===== config.mk =====
export PLATFORM = sky130hd
export DESIGN_NAME = taylor_series_engine_flat
export DESIGN_NICKNAME = d
export VERILOG_FILES = /design/src/rtl/taylor_series_engine_if.sv /design/src/rtl/taylor_series_engine.sv /design/src/flat_wrapper.sv
export SDC_FILE = /design/constraint.sdc
export NUM_CORES = 1
export LEC_CHECK = 0
export BUFFER_PORTS_ARGS = -buffer_cell sky130_fd_sc_hd__buf_2
export CORE_MARGIN = 3
export CORE_UTILIZATION = 55
export CTS_BUF_LIST = sky130_fd_sc_hd__clkbuf_8
export DETAILED_ROUTE_END_ITERATION = 10
export GPL_ROUTABILITY_DRIVEN = 0
export PLACE_DENSITY = 0.7
export SLEW_MARGIN = 0
export SYNTH_ARGS = -nofsm -noshare
export SYNTH_HDL_FRONTEND = slang
export SYNTH_SLANG_ARGS = --single-unit

===== constraint.sdc =====
create_clock -name clk -period 10.4 [get_ports clk]
set_input_delay 1.04 -clock clk [delete_from_list [all_inputs] [get_ports clk]]
set_output_delay 1.04 -clock clk [all_outputs]
set_load 0.02 [all_outputs]

===== src/rtl/taylor_series_engine_if.sv =====
// Start/done handshake bundle for the Taylor-series function unit.
// The sequencer drives the request side (master); the engine answers on the slave side.
interface taylor_series_engine_if #(
    parameter int W     = 16,
    parameter int IBITS = 2
);
    logic               start;
    logic [1:0]         mode;
    logic [W-1:0]       x;
    logic               busy;
    logic               done;
    logic [W+IBITS-1:0] result;

    modport master (output start, mode, x, input busy, done, result);
    modport slave  (input start, mode, x, output busy, done, result);
endinterface


===== src/rtl/taylor_series_engine.sv =====
// Iterative Taylor-series evaluator for e^x, cosh(x), sinh(x) with x in [0,1) as Q0.W.
// Each term costs two cycles: multiply by x, then by 1/n from a constant ROM.
module taylor_series_engine #(
    parameter int W     = 16,
    parameter int IBITS = 2,
    parameter int TERMS = 8
) (
    input  logic                   clk,
    input  logic                   rst,
    taylor_series_engine_if.slave  bus
);
    localparam int RW = W + IBITS;
    localparam logic [W:0] ONE = {1'b1, {W{1'b0}}};

    typedef enum logic [1:0] {IDLE, MULX, MULC, DONE} state_t;
    typedef enum logic [1:0] {M_EXP, M_COSH, M_SINH, M_RSVD} mode_t;

    state_t        state, state_nx;
    mode_t         mode_r;
    logic [W-1:0]  xr;
    logic [W-1:0]  term;
    logic [3:0]    n;
    logic [RW-1:0] result;

    logic [W-1:0]  coef_rom [16];
    logic [W-1:0]  term_x, term_c;
    logic [RW:0]   sum;
    logic [RW-1:0] sum_sat;
    logic          accept, sel;

    // 1/n in Q0.W; 1/1 is clipped to the largest representable fraction.
    for (genvar i = 0; i < 16; i++) begin : g_coef
        if (i == 0) begin : g_zero
            assign coef_rom[i] = '0;
        end else if (i == 1) begin : g_one
            assign coef_rom[i] = '1;
        end else begin : g_div
            assign coef_rom[i] = W'(ONE / (W+1)'(i));
        end
    end

    assign accept  = bus.start && (state == IDLE || state == DONE);
    assign term_x  = W'(({{W{1'b0}}, term} * {{W{1'b0}}, xr}) >> W);
    assign term_c  = W'(({{W{1'b0}}, term} * {{W{1'b0}}, coef_rom[n]}) >> W);
    assign sum     = {1'b0, result} + (RW+1)'(term_c);
    assign sum_sat = sum[RW] ? '1 : sum[RW-1:0];

    always_comb begin
        // NOTE: every signal gets a default before the case so no latch can be inferred.
        sel      = 1'b1;
        state_nx = state;
        case (mode_r)
            M_COSH:  sel = ~n[0];
            M_SINH:  sel = n[0];
            default: sel = 1'b1;
        endcase
        case (state)
            IDLE:    if (accept) state_nx = MULX;
            MULX:    state_nx = MULC;
            MULC:    state_nx = (n == 4'(TERMS)) ? DONE : MULX;
            DONE:    state_nx = accept ? MULX : IDLE;
            default: state_nx = IDLE;
        endcase
    end

    // NOTE: sequential state uses non-blocking assignments so all registers update together.
    always_ff @(posedge clk or negedge rst) begin
        if (!rst) state <= IDLE;
        else      state <= state_nx;
    end

    // NOTE: every datapath register is reset so a dropped run leaves no stale term or sum.
    always_ff @(posedge clk or negedge rst) begin
        if (!rst) begin
            xr     <= '0;
            mode_r <= M_EXP;
            term   <= '0;
            n      <= '0;
            result <= '0;
        end else if (accept) begin
            xr     <= bus.x;
            mode_r <= mode_t'(bus.mode);
            term   <= '1;
            n      <= 4'd1;
            result <= (bus.mode == 2'd2) ? '0 : RW'(ONE);
        end else if (state == MULX) begin
            term <= term_x;
        end else if (state == MULC) begin
            term <= term_c;
            n    <= n + 4'd1;
            if (sel) result <= sum_sat;
        end
    end

    assign bus.busy   = (state == MULX) || (state == MULC);
    assign bus.done   = (state == DONE);
    assign bus.result = result;
endmodule

===== src/flat_wrapper.sv =====
// flat-port wrapper written by rule: the top's interface ports become plain ports
module taylor_series_engine_flat 
#(
    parameter int W     = 16,
    parameter int IBITS = 2,
    parameter int TERMS = 8
)
  (clk, rst, bus_start, bus_mode, bus_x, bus_busy, bus_done, bus_result);
  taylor_series_engine_if #(.W(W), .IBITS(IBITS)) bus_i ();
  input  logic clk;
  input  logic rst;
  input wire logic [$bits(bus_i.start)-1:0] bus_start;
  input wire logic [$bits(bus_i.mode)-1:0] bus_mode;
  input wire logic [$bits(bus_i.x)-1:0] bus_x;
  output wire logic [$bits(bus_i.busy)-1:0] bus_busy;
  output wire logic [$bits(bus_i.done)-1:0] bus_done;
  output wire logic [$bits(bus_i.result)-1:0] bus_result;
  assign bus_i.start = bus_start;
  assign bus_i.mode = bus_mode;
  assign bus_i.x = bus_x;
  assign bus_busy = bus_i.busy;
  assign bus_done = bus_i.done;
  assign bus_result = bus_i.result;
  taylor_series_engine #(.W(W), .IBITS(IBITS), .TERMS(TERMS)) u_core (.clk(clk), .rst(rst), .bus(bus_i));
endmodule

==> results.md, run 1 <==
- Relative slew slack: 16.7%
- Outcome: complete, no violations
- Achievable Freq: 0.104 GHz
- Worst Setup End Kind: flop
- Ys flop type: dfrtp_1
- Synth top area share: 39.1%
- Post-Syn Nets: 2924
- Core area: 35100 um^2
- CP Depth: 34
- DP Wirelength: 39.5 mm
- Layout Nets: 2894
- Clk Latency, worst-skew pair: 410 ps
- Multi-input logic area: 16100 um^2
- Post-CTS resize count: 0
- Post-synthesis mux area share: 0.726%
- Asr flop ratio synth: 100%
- Post-DR wirelength/cell: 18.7 um
- Slew @ Worst Pin: 1250 ps
- Total CTS buffers: 9
- I/O Buffers: 40
- Area grow syn2layout: 4.22%
- Largest family of logic cells by synthesized area: adder cells
- Yosys warns: 0
- Initial antenna violation count: 0
- Setup TNS: 0 ps
- Cells after Synth: 2280
- Worst hold path class: flop to flop
- Reg-to-reg slack, setup: 750 ps
- Worst Setup EP: u_core.bus.result[5]
- Fillers: 3173
- Unrepaired setup endpoints after global routing: no
- RR Endpoint: u_core.bus.result[5]
- Antenna cells: 0
- Via/cell ratio: 5.66
- WP buf/inv: 7
- Die Area: 38400 um^2
- Crit-path slowest cell: dfrtp_1
- Fin crit share: 92.8%
- Io pins: 41
- Final ANT Viol Nets: 0
- Synth Area in Simple Gates: 16.7%
- Clock skew: 25.4 ps
- Fin crit period: 9650 ps
- Arrival @ worst endpoint: 9950 ps
- Crit-path most repeated cell: inv_1
- Startpoint types: flop
- Number of flops mapped to enable cells by yosys: 0
- Initial Utilization: 56.6%
- GRT Overall Usage: 27.6%
- Die width: 196 um
- Flops & latches, synth: 58
- Max FO, Critical Path: 16
- Largest cells by area after synthesis: fa_1 39%, ha_1 15%, inv_1 9.4%, nand2_1 7.5%, dfrtp_1 7.3%
- First-pass detailed-route iteration total: 5
- RR Startpoint: u_core.n[0]
- Fin. Hold Viols: 0
- Cell with the most instances after synthesis: inv_1
- CTS max path bufs: 2
- Crit path from: u_core.n[0]
- Layout cells sized above 1: 4.75%
- Initial detailed-routing violation count: 1086
- First-pass GRT wire length: 84.4 mm
- Die H: 196 um
- Residual DRC: 0
- Setup violations, final: 0
- Detailed-route via count: 15342
- Largest net degree at the start of global routing: 59
- Slew Limit Fails: 0
- H-tree depth: 3
- Adder-Cell Fraction of Synth Area: 54.0%
- Clock sink count: 58
- Avg Cell Area, Syn: 8.69 um^2
- Sequential share of the synthesized area: 7.32%
- Rows: 68
- CP max stage delay: 630 ps
- CTS tree: yes
- XOR/XNOR share of the synthesized area: 2.03%
- CP Class: flop to flop
- Register area: 1450 um^2
- Synth cell types: 69
- Worst EP required: 10700 ps
- Leading cell types by count after synthesis: 498 x inv_1, 395 x nand2_1, 387 x fa_1
- Hold-fix buffers, CTS: 0
- Drt total wl: 50.6 mm
- Clock Pin Slew Worst Setup and Hold Paths: 100 ps
- CTS root buffer: clkbuf_8
- Max cap viols: 0
- Complex-gate fraction of the synthesized area: 7.62%
- Setup Buffers After CTS: 0
- Cell Area, Synth: 19800 um^2
- Total grt overflow: 0
- Cell taking the most area after synthesis: fa_1
- Top delay family on crit path: adder cells
- R2R cell count: 34
- Vias in the first global route: 16447
[metal layers]
metal  up-vias  GRT usage (%)  part of all wire (%)
li1       6863              -                     -
met1      7862           37.0                    41
met2       524           45.8                    48
met3        93           5.15                   7.8
met4         0           8.32                   3.1
met5         -              0                     0
[worst min-delay path: stages, from the launching register on]
cell and delay, ps:
dfrtp_1 390, a21oi_1 80, o21ai_0 70
[worst min-delay path by stage]
stage	start	end	slack [ps]	cells past startpoint
floorplan	u_core.state[1]	u_core.state[1]	520	1
global placement	u_core.bus.result[10]	u_core.bus.result[10]	530	1
detailed placement	u_core.bus.result[3]	u_core.bus.result[3]	540	1
CTS	u_core.bus.result[15]	u_core.bus.result[15]	570	2
global route	u_core.state[1]	u_core.state[1]	600	1
finish	u_core.bus.result[15]	u_core.bus.result[15]	560	2
[per-stage QoR]
stage	instance area (um^2)	setup slack, ps	instances	util, %	hold slack (ps)
floorplan	19800	1680	2280	-	518
global placement	20400	1150	2694	58.2	529
detailed placement	20400	945	2694	58.2	543
CTS	20700	901	2710	58.9	567
global route	20700	78.4	2710	58.9	599
finish	20700	751	2710	58.9	562
[sequential cells by signal (all words and copies together), names as in the netlist]
signal / cells
u_core.n: 4
u_core.mode_r: 2
u_core.bus.result: 18
u_core.state: 2
u_core.term: 16
u_core.xr: 16
[area by class of cell]
cell class | instances | share of cell area, %
timing repair buffer | 72 | 2.13
sequential | 58 | 7.03
clock buffer | 9 | 0.600
inverter | 498 | 9.05
multi-input combinational | 1611 | 77.8
tap | 455 | 2.76
clock inverter | 7 | 0.606
[cells by family after synthesis]
kind of cell               count (synthesis)
and+or+nand+nor                          701
adders and majority gates                623
buffers and inverters                    611
AOI/OAI and AO/OA                        227
DFF                                       58
xor gates and xnor gates                  46
muxes                                     14
[cell usage in the layout (no fill, tap or decap), types with 7 or more instances in the layout]
cell        n
and3_1     11
ha_1      236
nand4_1     9
fa_1      387
o21a_1      9
o21ai_0    42
nor2_1     36
a21o_1     20
a221o_1    11
dfrtp_1    58
xor2_1     16
nand2b_1   10
clkbuf_8    9
nor2b_1    22
a211oi_1    8
nand3_1    16
and2_1    166
xnor2_1    30
mux2i_1    11
buf_2      40
a31oi_1    19
nand2_1   395
buf_4      32
nor3_1      7
inv_1     498
a21oi_1    65
Power of run 1 is left out: the tool's default activity adds up to more than one toggle a clock period on the data nets, which glitch-free logic cannot reach.
==> run 2: changes to the inputs <==
--- a/config.mk
+++ b/config.mk
@@ -5,13 +5,13 @@
 export SDC_FILE = /design/constraint.sdc
 export NUM_CORES = 1
 export LEC_CHECK = 0
-export BUFFER_PORTS_ARGS = -buffer_cell sky130_fd_sc_hd__buf_2
 export CORE_MARGIN = 3
 export CORE_UTILIZATION = 55
 export CTS_BUF_LIST = sky130_fd_sc_hd__clkbuf_8
 export DETAILED_ROUTE_END_ITERATION = 10
+export DONT_BUFFER_PORTS = 1
 export GPL_ROUTABILITY_DRIVEN = 0
-export PLACE_DENSITY = 0.7
+export PLACE_DENSITY = 0.69
 export SLEW_MARGIN = 0
 export SYNTH_ARGS = -nofsm -noshare
 export SYNTH_HDL_FRONTEND = slang
==> results.md, run 2 (synthesis gave the netlist of run 1 again) <==
- Outcome: complete, no violations
- Crit-path slowest cell: dfrtp_1
- Final ANT Viol Nets: 0 (unchanged)
- Clock sink count: 58 (unchanged)
- Unrepaired setup endpoints after global routing: no
- Antenna cells: 0 (unchanged)
- Max FFs per register: 18 (unchanged)
- Total grt overflow: 0 (unchanged)
- Residual DRC: 0 (unchanged)
- Crit-path most repeated cell: inv_1
- Setup Slack @ Placement: 690 ps (-256 ps)
- Fin crit period: 9710 ps (+64.5 ps)
- Initial detailed-routing violation count: 1094 (+0.74%)
- RR Endpoint: u_core.bus.result[5]
- Clk Latency, worst-skew pair: 400 ps (about the same)
- Fin worst setup slack: 687 ps (-64.5 ps)
- Area grow syn2layout: 3.08%
- Arrival @ worst endpoint: 9990 ps (+40 ps)
- Max cap viols: 0 (unchanged)
- Clock Pin Slew Worst Setup and Hold Paths: 100 ps (about the same)
- CP max stage delay: 630 ps (about the same)
- Top Registers: u_core.bus.result (18), u_core.term (16), u_core.xr (16)
- Commonest non-fill, non-tap cell in the layout: inv_1
- First-pass GRT wire length: 83.6 mm (-1.0%)
- Most frequent cells in the layout: 498 x inv_1, 395 x nand2_1, 387 x fa_1
- Routed wl met2: 24.0 mm (-1.4%)
- Detailed-route via count: 15243 (-0.65%)
- H-tree depth: 3 (unchanged)
- I/O Buffers: 0 (-100%)
- Rows: 68 (unchanged)
- DP Wirelength: 39.8 mm (+0.55%)
- Worst hold path class: input pin to async pin
- Initial antenna violation count: 1 (+1)
- Post-DR wirelength/cell: 18.9 um (+1.1%)
- Achievable Freq: 0.103 GHz (-0.66%)
- Io pins: 41 (unchanged)
- Setup TNS: 0 ps (unchanged)
- Vias in the first global route: 16142 (-1.9%)
- Die Area: 38400 um^2 (unchanged)
- Total CTS buffers: 9 (unchanged)
- Slew Limit Fails: 0 (unchanged)
- Die width: 196 um (unchanged)
- Setup violations, final: 0 (unchanged)
- First-pass detailed-route iteration total: 6 (+1)
- CTS root buffer: clkbuf_8
- Via/cell ratio: 5.72 (+0.99%)
- Core area: 35100 um^2 (unchanged)
- Slew @ Worst Pin: 1160 ps (-92.5 ps)
- Clock skew: 25.1 ps (-0.319 ps)
- Utilization after layout: 58.3% (-0.64 points)
- Top reg by flops: u_core.bus.result
- CTS tree: yes
- Worst Setup End Kind: flop
- M1 WL: 20.3 mm (-2.4%)
- CP Class: flop to flop
- Met3 WL: 4.21 mm (+6.6%)
- Layout cells sized above 1: 2.94% (-1.8 points)
- Fin. Hold Viols: 0 (unchanged)
- Die H: 196 um (unchanged)
- Max FO, Critical Path: 16 (unchanged)
- Layout Nets: 2850 (-1.5%)
- Relative slew slack: 22.0% (+5.4 points)
- Largest net degree at the start of global routing: 59 (unchanged)
- Reg-to-reg slack, setup: 690 ps (-60 ps)
- Drt total wl: 50.4 mm (-0.50%)
- GRT Overall Usage: 27.3% (-0.26 points)
- Worst EP required: 10680 ps (-20 ps)
- R2R cell count: 37 (+8.8%)
- Fin crit share: 93.4% (+0.62 points)
- CTS max path bufs: 2 (unchanged)
- RR Startpoint: u_core.n[0]
- DR top layer: met4
- Startpoint types: flop
- Initial Utilization: 56.6% (unchanged)
[run 2: changes by cell type in the layout (fill, tap and decap cells not counted), sizes merged]
cell | before | now
inv | 499 | 500
buf | 72 | 28
clkinv | 3 | 2
[run 2: what timing repair did]
action                                  in CTS  in global routing
hold buffers                                 0                  0
hold endpoints to repair                     0                  0
resized for setup                            0                  1
buffers inserted                             0                  0
endpoints found under the setup margin       0                  4
[run 2: final cells by class]
| type | count | area (um^2) |
|---|---|---|
| Timing Repair Buffer | 28 | 210 |
| Inverter | 498 | 1870 |
| Multi-Input combinational cell | 1611 | 16100 |
| Sequential cell | 58 | 1450 |
| Clock inverter | 7 | 125 |
| Fill cell | 3099 | 14600 |
| Tap cell | 455 | 569 |
| Clock buffer | 9 | 124 |
[run 2: worst max path at each step]
stage	endpoint	slack, ps	start
after global placement	u_core.bus.result[1]	950	u_core.n[0]
after floorplan	u_core.bus.result[10]	1680	u_core.n[0]
after CTS	u_core.bus.result[12]	670	u_core.n[0]
final	u_core.bus.result[5]	690	u_core.n[0]
after detailed placement	u_core.bus.result[9]	690	u_core.n[0]
after global routing	u_core.bus.result[13]	90	u_core.n[0]
[run 2: metal layers]
| metal | vias to the layer above | global-route usage, % |
|---|---|---|
| li1 | 6794 | - |
| met1 | 7714 | 36.8 |
| met2 | 626 | 45.3 |
| met3 | 109 | 4.88 |
| met4 | 0 | 8.32 |
| met5 | - | 0 |
[run 2: critical path: cells and delay by family (launching register included)]
| family | cells | cell delay, ps |
|---|---|---|
| xor gates and xnor gates | 1 | 200 |
| and+or+nand+nor | 4 | 990 |
| AOI/OAI and AO/OA | 15 | 2990 |
| adders and majority gates | 9 | 4080 |
| buffers and inverters | 8 | 700 |
| DFF | 1 | 630 |
[run 2: metrics by stage]
step           std cells  hold WS, ps  area, um^2
2_1_floorplan       2280          518       19800
3_3_place_gp        2650          551       20200
3_5_place_dp        2650          552       20200
4_1_cts             2666          308       20400
5_1_grt             2666          313       20400
6_report            2666          325       20400
Power of run 2 is left out for the same reason.
